[src/rtl/wb_sevenseg_pkg.sv]
// Shared register map, CTRL reset value and segment encoding for the
// wb_sevenseg_mux display scanner.
package wb_sevenseg_pkg;

  typedef enum logic [1:0] {
    REG_DATA   = 2'd0,
    REG_DP     = 2'd1,
    REG_CTRL   = 2'd2,
    REG_STATUS = 2'd3
  } reg_e;

  localparam logic [31:0] CTRL_RST = 32'h0000_00F1;

  // Active-low a..g on bits 0..6; element 0 is hex digit 0.
  localparam logic [15:0][6:0] SEG_LUT = {
    7'h0E, 7'h06, 7'h21, 7'h46, 7'h03, 7'h08, 7'h10, 7'h00,
    7'h78, 7'h02, 7'h12, 7'h19, 7'h30, 7'h24, 7'h79, 7'h40
  };

endpackage

[src/rtl/sevenseg_decode.sv]
// Combinational hex-nibble to active-low seven-segment decoder.
module sevenseg_decode
  import wb_sevenseg_pkg::*;
(
  input  logic [3:0] i_nib,
  output logic [6:0] o_seg
);

  assign o_seg = SEG_LUT[i_nib];

endmodule

[src/rtl/wb_sevenseg_mux.sv]
// Wishbone slave scanning a 4-digit common-anode seven-segment display.
// Optional leading-zero blanking: define WB_SEVENSEG_BLANK_LEADING_ZEROS_EN.
module wb_sevenseg_mux
  import wb_sevenseg_pkg::*;
#(
  parameter int clk_freq   = 50000000,
  parameter int refresh_hz = 1000
) (
  input  logic        clk,
  input  logic        reset,
  input  logic [31:0] wb_adr_i,
  input  logic [31:0] wb_dat_i,
  output logic [31:0] wb_dat_o,
  input  logic [3:0]  wb_sel_i,
  input  logic        wb_stb_i,
  input  logic        wb_cyc_i,
  input  logic        wb_we_i,
  output logic        wb_ack_o,
  output logic [6:0]  seg,
  output logic        dp,
  output logic [3:0]  an
);

  localparam int DIV = clk_freq / (4 * refresh_hz);
  localparam int CW  = (DIV > 1) ? $clog2(DIV) : 1;
  localparam logic [CW-1:0] PS_LAST = CW'(DIV - 1);

  logic [CW-1:0] r_ps;
  logic [1:0]    r_idx;
  logic [15:0]   r_data;
  logic [3:0]    r_dp;
  logic          r_en;
  logic [3:0]    r_mask;
  logic          r_ack;
  logic [31:0]   r_dat_o;
  logic [3:0]    r_an;
  logic [6:0]    r_seg;
  logic          r_dp_n;

  logic          w_req;
  logic          w_wr;
  logic          w_blz;
  logic          w_blank;
  logic [31:0]   w_rdata;
  logic [3:0]    w_nib;
  logic [6:0]    w_dec;
  logic [3:0]    w_an;
  logic [6:0]    w_seg;
  logic          w_dp;
  logic          w_unused;

  assign w_req    = wb_stb_i & wb_cyc_i & ~r_ack;
  assign w_wr     = w_req & wb_we_i;
  assign w_unused = ^{wb_adr_i[31:4], wb_adr_i[1:0], wb_dat_i[31:16], wb_sel_i[3:2]};

`ifdef WB_SEVENSEG_BLANK_LEADING_ZEROS_EN
  logic r_blz;

  always_ff @(posedge clk) begin
    if (reset)
      r_blz <= CTRL_RST[1];
    else if (w_wr && reg_e'(wb_adr_i[3:2]) == REG_CTRL && wb_sel_i[0])
      r_blz <= wb_dat_i[1];
  end

  assign w_blz = r_blz;
`else
  assign w_blz = 1'b0;
`endif

  always_comb begin
    w_rdata = '0;
    case (reg_e'(wb_adr_i[3:2]))
      REG_DATA:   w_rdata = {16'h0, r_data};
      REG_DP:     w_rdata = {28'h0, r_dp};
      REG_CTRL:   w_rdata = {24'h0, r_mask, 2'b00, w_blz, r_en};
      REG_STATUS: w_rdata = {30'h0, r_idx};
      default:    w_rdata = '0;
    endcase
  end

  assign w_nib = r_data[{r_idx, 2'b00} +: 4];

  sevenseg_decode u_decode (
    .i_nib (w_nib),
    .o_seg (w_dec)
  );

  // A digit is leading-zero blank when it and every higher nibble are zero.
  assign w_blank = w_blz && (r_idx != 2'd0) && ((r_data >> {r_idx, 2'b00}) == 16'h0);

  always_comb begin
    w_an  = '1;
    w_seg = '1;
    w_dp  = 1'b1;
    if (r_en && r_mask[r_idx]) begin
      w_an  = ~(4'b0001 << r_idx);
      w_seg = w_blank ? '1 : w_dec;
      w_dp  = ~r_dp[r_idx];
    end
  end

  always_ff @(posedge clk) begin
    if (reset) begin
      r_ps    <= '0;
      r_idx   <= '0;
      r_data  <= '0;
      r_dp    <= '0;
      r_en    <= CTRL_RST[0];
      r_mask  <= CTRL_RST[7:4];
      r_ack   <= 1'b0;
      r_dat_o <= '0;
      r_an    <= '1;
      r_seg   <= '1;
      r_dp_n  <= 1'b1;
    end else begin
      r_ack   <= w_req;
      r_dat_o <= w_req ? w_rdata : '0;
      if (r_ps == PS_LAST) begin
        r_ps  <= '0;
        r_idx <= r_idx + 2'd1;
      end else begin
        r_ps <= r_ps + 1'b1;
      end
      if (w_wr) begin
        case (reg_e'(wb_adr_i[3:2]))
          REG_DATA: begin
            if (wb_sel_i[0]) r_data[7:0]  <= wb_dat_i[7:0];
            if (wb_sel_i[1]) r_data[15:8] <= wb_dat_i[15:8];
          end
          REG_DP: if (wb_sel_i[0]) r_dp <= wb_dat_i[3:0];
          REG_CTRL: begin
            if (wb_sel_i[0]) begin
              r_en   <= wb_dat_i[0];
              r_mask <= wb_dat_i[7:4];
            end
          end
          default: ;
        endcase
      end
      r_an   <= w_an;
      r_seg  <= w_seg;
      r_dp_n <= w_dp;
    end
  end

  assign wb_ack_o = r_ack;
  assign wb_dat_o = r_dat_o;
  assign an       = r_an;
  assign seg      = r_seg;
  assign dp       = r_dp_n;

endmodule

[config.mk]
export PLATFORM = sky130hd
export DESIGN_NAME = wb_sevenseg_mux
export DESIGN_NICKNAME = d
export VERILOG_FILES = /design/src/rtl/wb_sevenseg_pkg.sv /design/src/rtl/sevenseg_decode.sv /design/src/rtl/wb_sevenseg_mux.sv
export SDC_FILE = /design/constraint.sdc
export NUM_CORES = 1
export LEC_CHECK = 0
export CAP_MARGIN = 15
export CORE_MARGIN = 8
export CORE_UTILIZATION = 30
export DETAILED_ROUTE_END_ITERATION = 8
export PLACE_DENSITY = 0.56
export SETUP_SLACK_MARGIN = 0.1
export SLEW_MARGIN = 20
export SYNTH_ARGS = -nofsm -noshare
export SYNTH_HDL_FRONTEND = slang
export SYNTH_SLANG_ARGS = --single-unit
[constraint.sdc]
create_clock -name clk -period 3.75 [get_ports clk]
set_input_delay 0.375 -clock clk [delete_from_list [all_inputs] [get_ports clk]]
set_output_delay 0.375 -clock clk [all_outputs]
set_load 0.02 [all_outputs]
# --- Word-level counts from Yosys, hierarchy flattened ---
# Memory sizes are Yosys's and may differ from the RTL's. A register that Yosys moved wholly into a read port is not among the register bits.
# Index checks and enable logic that the tools add are counted.
classes:
  n_addsub: 2
  order_cmp: 1
  n_eq_ne: 4
  n_shift: 2
  mux: 5
  n_bitwise: 8
  n_reduce_logical: 9
op_table:
  columns: ["cell", "n"]
  rows:
  - ["$pmux 32 s4", 1]
  - ["$shiftx 16x5->4", 1]
  - ["$add 14x1->14 const B", 1]
  - ["$eq 14x14->1 const B", 1]
  - ["$reduce_and 3->1", 4]
  - ["$reduce_or 2->1", 3]
  - ["$bmux 1 s2", 2]
  - ["$eq 2x2->1 const B", 2]
  - ["$not 1->1", 4]
  - ["$not 4->4", 1]
  - ["$shl 1x2->4 const A", 1]
  - ["$and 1x1->1", 3]
  - ["$lt 2x3->1 const B", 1]
  - ["$add 2x1->2 const B", 1]
  - ["$eq 2x1->1 const B", 1]
  - ["$logic_not 2->1", 1]
  - ["$mux 1", 2]
  - ["$logic_and 1x1->1", 1]
totals:
  reg_bits: 79
  romBits: 112
  inputBits: 73
  output_inout_bits: 45
  elab_cells: 43
  memories: 1
mem_list:
  columns: ["name", "words", "word_bits", "read_ports", "rd_clocked_by_memory_dff", "wr", "line", "source"]
  rows:
  - ["(name not given)", 16, 7, 1, 1, 0, "sevenseg_decode.sv:9", "assign o_seg = SEG_LUT[i_nib];"]

# --- Longest topological paths before layout ---
depth:
  ltp_word: 5
  depth_mapped: 7
  mapped_depth_nobuf: 6

# --- By module ---
# Synthesis repeated with hierarchy kept, for this count alone.
hier_totals:
  cells_unflattened: 311
  area_unflattened_um2: 3145.5
modules_own_cells:
  columns: ["module", "n_inst", "cells_each", "area_per_inst_um2", "seq_area_each_um2"]
  rows:
  - ["wb_sevenseg_mux", 1, 279, 2870.3, 1401.3]
  - ["sevenseg_decode", 1, 32, 275.3, 0.0]

# --- Worst setup path after synthesis ---
# Ideal clock, no wire load.
synth_timing:
  path_kind: "reg-to-reg"
  start: "reg r_idx[0]"
  end: "reg r_seg[5], in the netlist seg[5]"
  setup_ps: 133
  t_arrival_ps: 1826
  required_time_ps: 3617
  setup_slack_ps: 1790
  path_stages_with_launch: 7
  n_path_buf: 1
  synth_period_minus_slack_ps: 1960
  path_cell_list: "dfxtp_1 -> buf_2 -> mux4_1 -> ha_1 -> and2b_2 -> a21oi_1 -> o221ai_1"
synth_via:
  elab_chain_len: 5
  elab_cells_between_ends: 6
  cone_classes: "shift (1); mux (2); bitwise (1); reduce/logical (2)"
synth_lines:
  columns: ["item", "line", "source"]
  rows:
  - ["start, declared", "wb_sevenseg_mux.sv:29", "logic [1:0] r_idx;"]
  - ["start signal, assigned", "wb_sevenseg_mux.sv:121", "r_idx <= r_idx + 2'd1;"]
  - ["$bmux 1 s2", "wb_sevenseg_mux.sv:96", "if (r_en && r_mask[r_idx]) begin"]
  - ["$mux 1 (not written as such)", "wb_sevenseg_mux.sv:96", null]
  - ["$logic_and 1x1->1", "wb_sevenseg_mux.sv:96", null]
  - ["$not 1->1 (no line)", null, null]
  - ["$reduce_or 2->1 (no line)", null, null]
  - ["end, declared", "wb_sevenseg_mux.sv:37", "logic [6:0] r_seg;"]
# Several ways; a longest one is shown, not always the timed one. The select of a mux whose other input is x is not followed.
# A chain may end at the register's enable or synchronous reset.

# --- Worst setup path after layout ---
layout_timing:
  start: "reg r_idx[0]"
  end: "reg r_seg[1], in the netlist seg[1]"
# The elaborated chain is that of the path after synthesis.

==> flow_summary.ini <==
[routing]
first_pass_iters = 4
first_iter_violations = 82
wl_per_cell_um = 13.8
drt_wl_total_um = 6730
viasPerCell = 4.41
remaining_drc_errors = 0
antenna_left = 0
via_count = 2157

[die]
die_w_um = 117
die_area_um2 = 13600
dieHeight_um = 117
fp-row-count = 36
initial_utilization_pct = 31.0
io_pins = 118
coreArea_um2 = 9770

[global_route]
grt_util_all_layers_pct = 10.5
grt_max_degree = 31
grt_pass1_wl_um = 10800
grt_pass1_vias = 2199
antenna_found_initial = 0
gr-total-overflow = 0

[synthesis]
yosysTopAreaCell = dfxtp_1
ys_seq_area_share_pct = 46.2
ys.warnings.count = 0
synth.area.top_cells = dfxtp_1 46%, mux2i_1 9.2%, nor2_1 6.1%
avgSynthCellArea_um2 = 10.1
synth_seq_cells = 70
synth_cells = 299
ys_types = 42
netlist_area_um2 = 3030
synth_top_area_share_pct = 46.2

[timing]
fmax_ghz = 0.425
fin_skew_ns = 0.0119
setup_viol = 0
worst_pin_slew_ns = 0.954
drv_slew = 0
finalSetupTns_ns = 0
max_slew_margin_pct = 35.9
final.min_clock_period_ns = 2.35
hold_viol = 0
rsz0062_at_grt = no
fin_crit_sh_pct = 62.7

[worst_setup_path]
ff2ff_setup_slack_ns = 1.40
slowest_delay_ns = 0.78
path_buf_inv = 1
crit_chain = mux4_1 > inv_1 > ha_1 > o211ai_1 > o211ai_1
arrival_ns = 2.55
startpoint_type = register
crit_fanout = 10
required_ns = 3.95
rr_worst_depth = 5
setup.worst_path.start = r_idx[0]
critPathCaptureType = register
reg2reg_from = r_idx[0]
critPathSlowestCell = mux4_1
crit_family = multiplexers
setup.worst_path.class = reg -> reg
cp_common_cell = o211ai_1
path_depth = 5

[final_layout]
fin_nets = 435
fin_util_pct = 39.2
n_antenna_cell = 0
layoutNonFillerInstCount = 489
area_growth_pct = 26.5
fill_cells = 996
finalInstanceArea_um2 = 3830
drive_gt1_share_pct = 6.74

[hold_path]
hp-class = reg -> reg
min_path_cells = 1
hold_path_startpoint = r_ps[0]

[cts]
holdBufCountCts = 0
clk_pin_slew_ns = 0.08
cts_tree = yes
clk_latency_ns = 0.35
clkSinkCount = 70
cts.repair.resized = 0
cts.path.max_buffers = 2
cts-buffers-inserted = 9
cts_setup_buffers = 0
cts_max_level = 3
cts_root_buf = clkbuf_8

[placement]
io_buffers = 53
place_hpwl_um = 4980
place_area_um2 = 3610
place.gp.congestion = 0.766
placed_cells = 473

[flow_run]
maxCapViolCount = 0

[power]
p_leak_nw = 1.62
p_per_area_nw_per_um2 = 409
ir_worst_vdd_mv = 0.209

[outcome]
status = completed
-- registers in the layout, summed over array words and instances, names as in the netlist --
register  count
wb_dat_o     16
r_en          1
r_ps         14
seg           7
r_data       16
dp            1
an            4
r_dp          4
r_idx         2
r_mask        4
wb_ack_o      1
-- cell type report --
class                      count  area (um2)  area share (%)
timing repair buffer          54         538            14.0
sequential                    70        1400            36.6
multi-input combinational    203        1450            37.9
tap                          133         166            4.34
clock buffer                   9         124            3.23
clock inverter                 7         103            2.68
inverter                      13        48.8            1.27
-- worst register-to-register path, delay by kind of cell, from the launching register on --
kind,cells,cell delay (ns)
muxes,1,0.78
DFF,1,0.67
AOI/OAI and AO/OA,2,0.30
adders and majority gates,1,0.27
buffers and inverters,1,0.19
-- synthesized netlist by cell type (all sizes together) --
| library cell | number |
|---|---|
| or3 | 1 |
| clkbuf | 6 |
| nor2b | 3 |
| nor2 | 49 |
| nand2b | 2 |
| nor3 | 5 |
| dfxtp | 70 |
| o21ai | 3 |
| o211a | 1 |
| and3b | 1 |
| inv | 13 |
| and2b | 1 |
| mux4 | 7 |
| nand4 | 4 |
| nor4b | 1 |
| a21oi | 4 |
| and4 | 2 |
| o2bb2ai | 1 |
| buf | 22 |
| o211ai | 2 |
| a22oi | 1 |
| and3 | 3 |
| mux2 | 1 |
| a211o | 5 |
| or2 | 2 |
| nand2 | 9 |
| a211oi | 1 |
| xnor2 | 5 |
| and2 | 9 |
| mux2i | 28 |
| nand4b | 2 |
| o221ai | 4 |
| conb | 1 |
| nand3 | 11 |
| and4b | 1 |
| ha | 11 |
| xor2 | 7 |
-- path summary, 6_finish.rpt --
kind	end
worst max-delay path	seg[1]
worst min-delay path	r_ps[0]
worst max register to register	seg[1]
worst min register to register	r_ps[0]
-- power by group --
| part | leakage, nW | internal [mW] | switching (mW) |
|---|---|---|---|
| Sequential | 0.568 | 0.754 | 0.00594 |
| Clock | 0.111 | 0.384 | 0.316 |
| Combinational | 0.944 | 0.0485 | 0.0581 |
| Total | 1.62 | 1.19 | 0.380 |
-- layout by cell type, fill, tap and decap left out, types with 2 or more instances in the layout --
cell type / n
dfxtp_1: 70
clkdlybuf4s50_1: 53
nor2_1: 49
mux2i_1: 28
conb_1: 16
inv_1: 13
nand3_1: 11
ha_1: 11
and2_1: 9
nand2_1: 9
clkbuf_8: 9
xor2_1: 7
nor3_1: 5
xnor2_1: 5
a211o_1: 5
mux4_1: 4
nand4_1: 4
a21oi_1: 4
o221ai_1: 4
inv_6: 4
nor2b_1: 3
and3_1: 3
mux4_2: 3
and4_1: 2
nand2b_1: 2
nand4b_1: 2
o21ai_0: 2
o211ai_1: 2
bufinv_16: 2
-- kinds of logic after synthesis --
group | count (synthesis) | synth area share (%)
DFF | 70 | 46.2
muxes | 36 | 15.3
buffers and inverters | 41 | 7.72
adders and majority gates | 11 | 4.54
and+or+nand+nor | 106 | 17.2
AOI/OAI and AO/OA | 22 | 5.37
xor gates and xnor gates | 12 | 3.47
other | 1 | 0.124
-- metal layers --
layer	track usage (%)	part of all wire, %
met2	16.4	46
met4	5.88	1.7
met1	12.5	45
met3	3.21	6.7
met5	0	0
-- stage by stage --
stage	setup WS (ns)	total power, mW	hold WS (ns)
2_1_floorplan	1.79	0.847	0.426
3_3_place_gp	1.30	0.884	0.441
3_5_place_dp	1.32	0.885	0.457
4_1_cts	1.42	1.59	0.475
5_1_grt	1.27	1.63	0.508
6_report	1.40	1.57	0.472
Power figures use the tool's default switching activity.
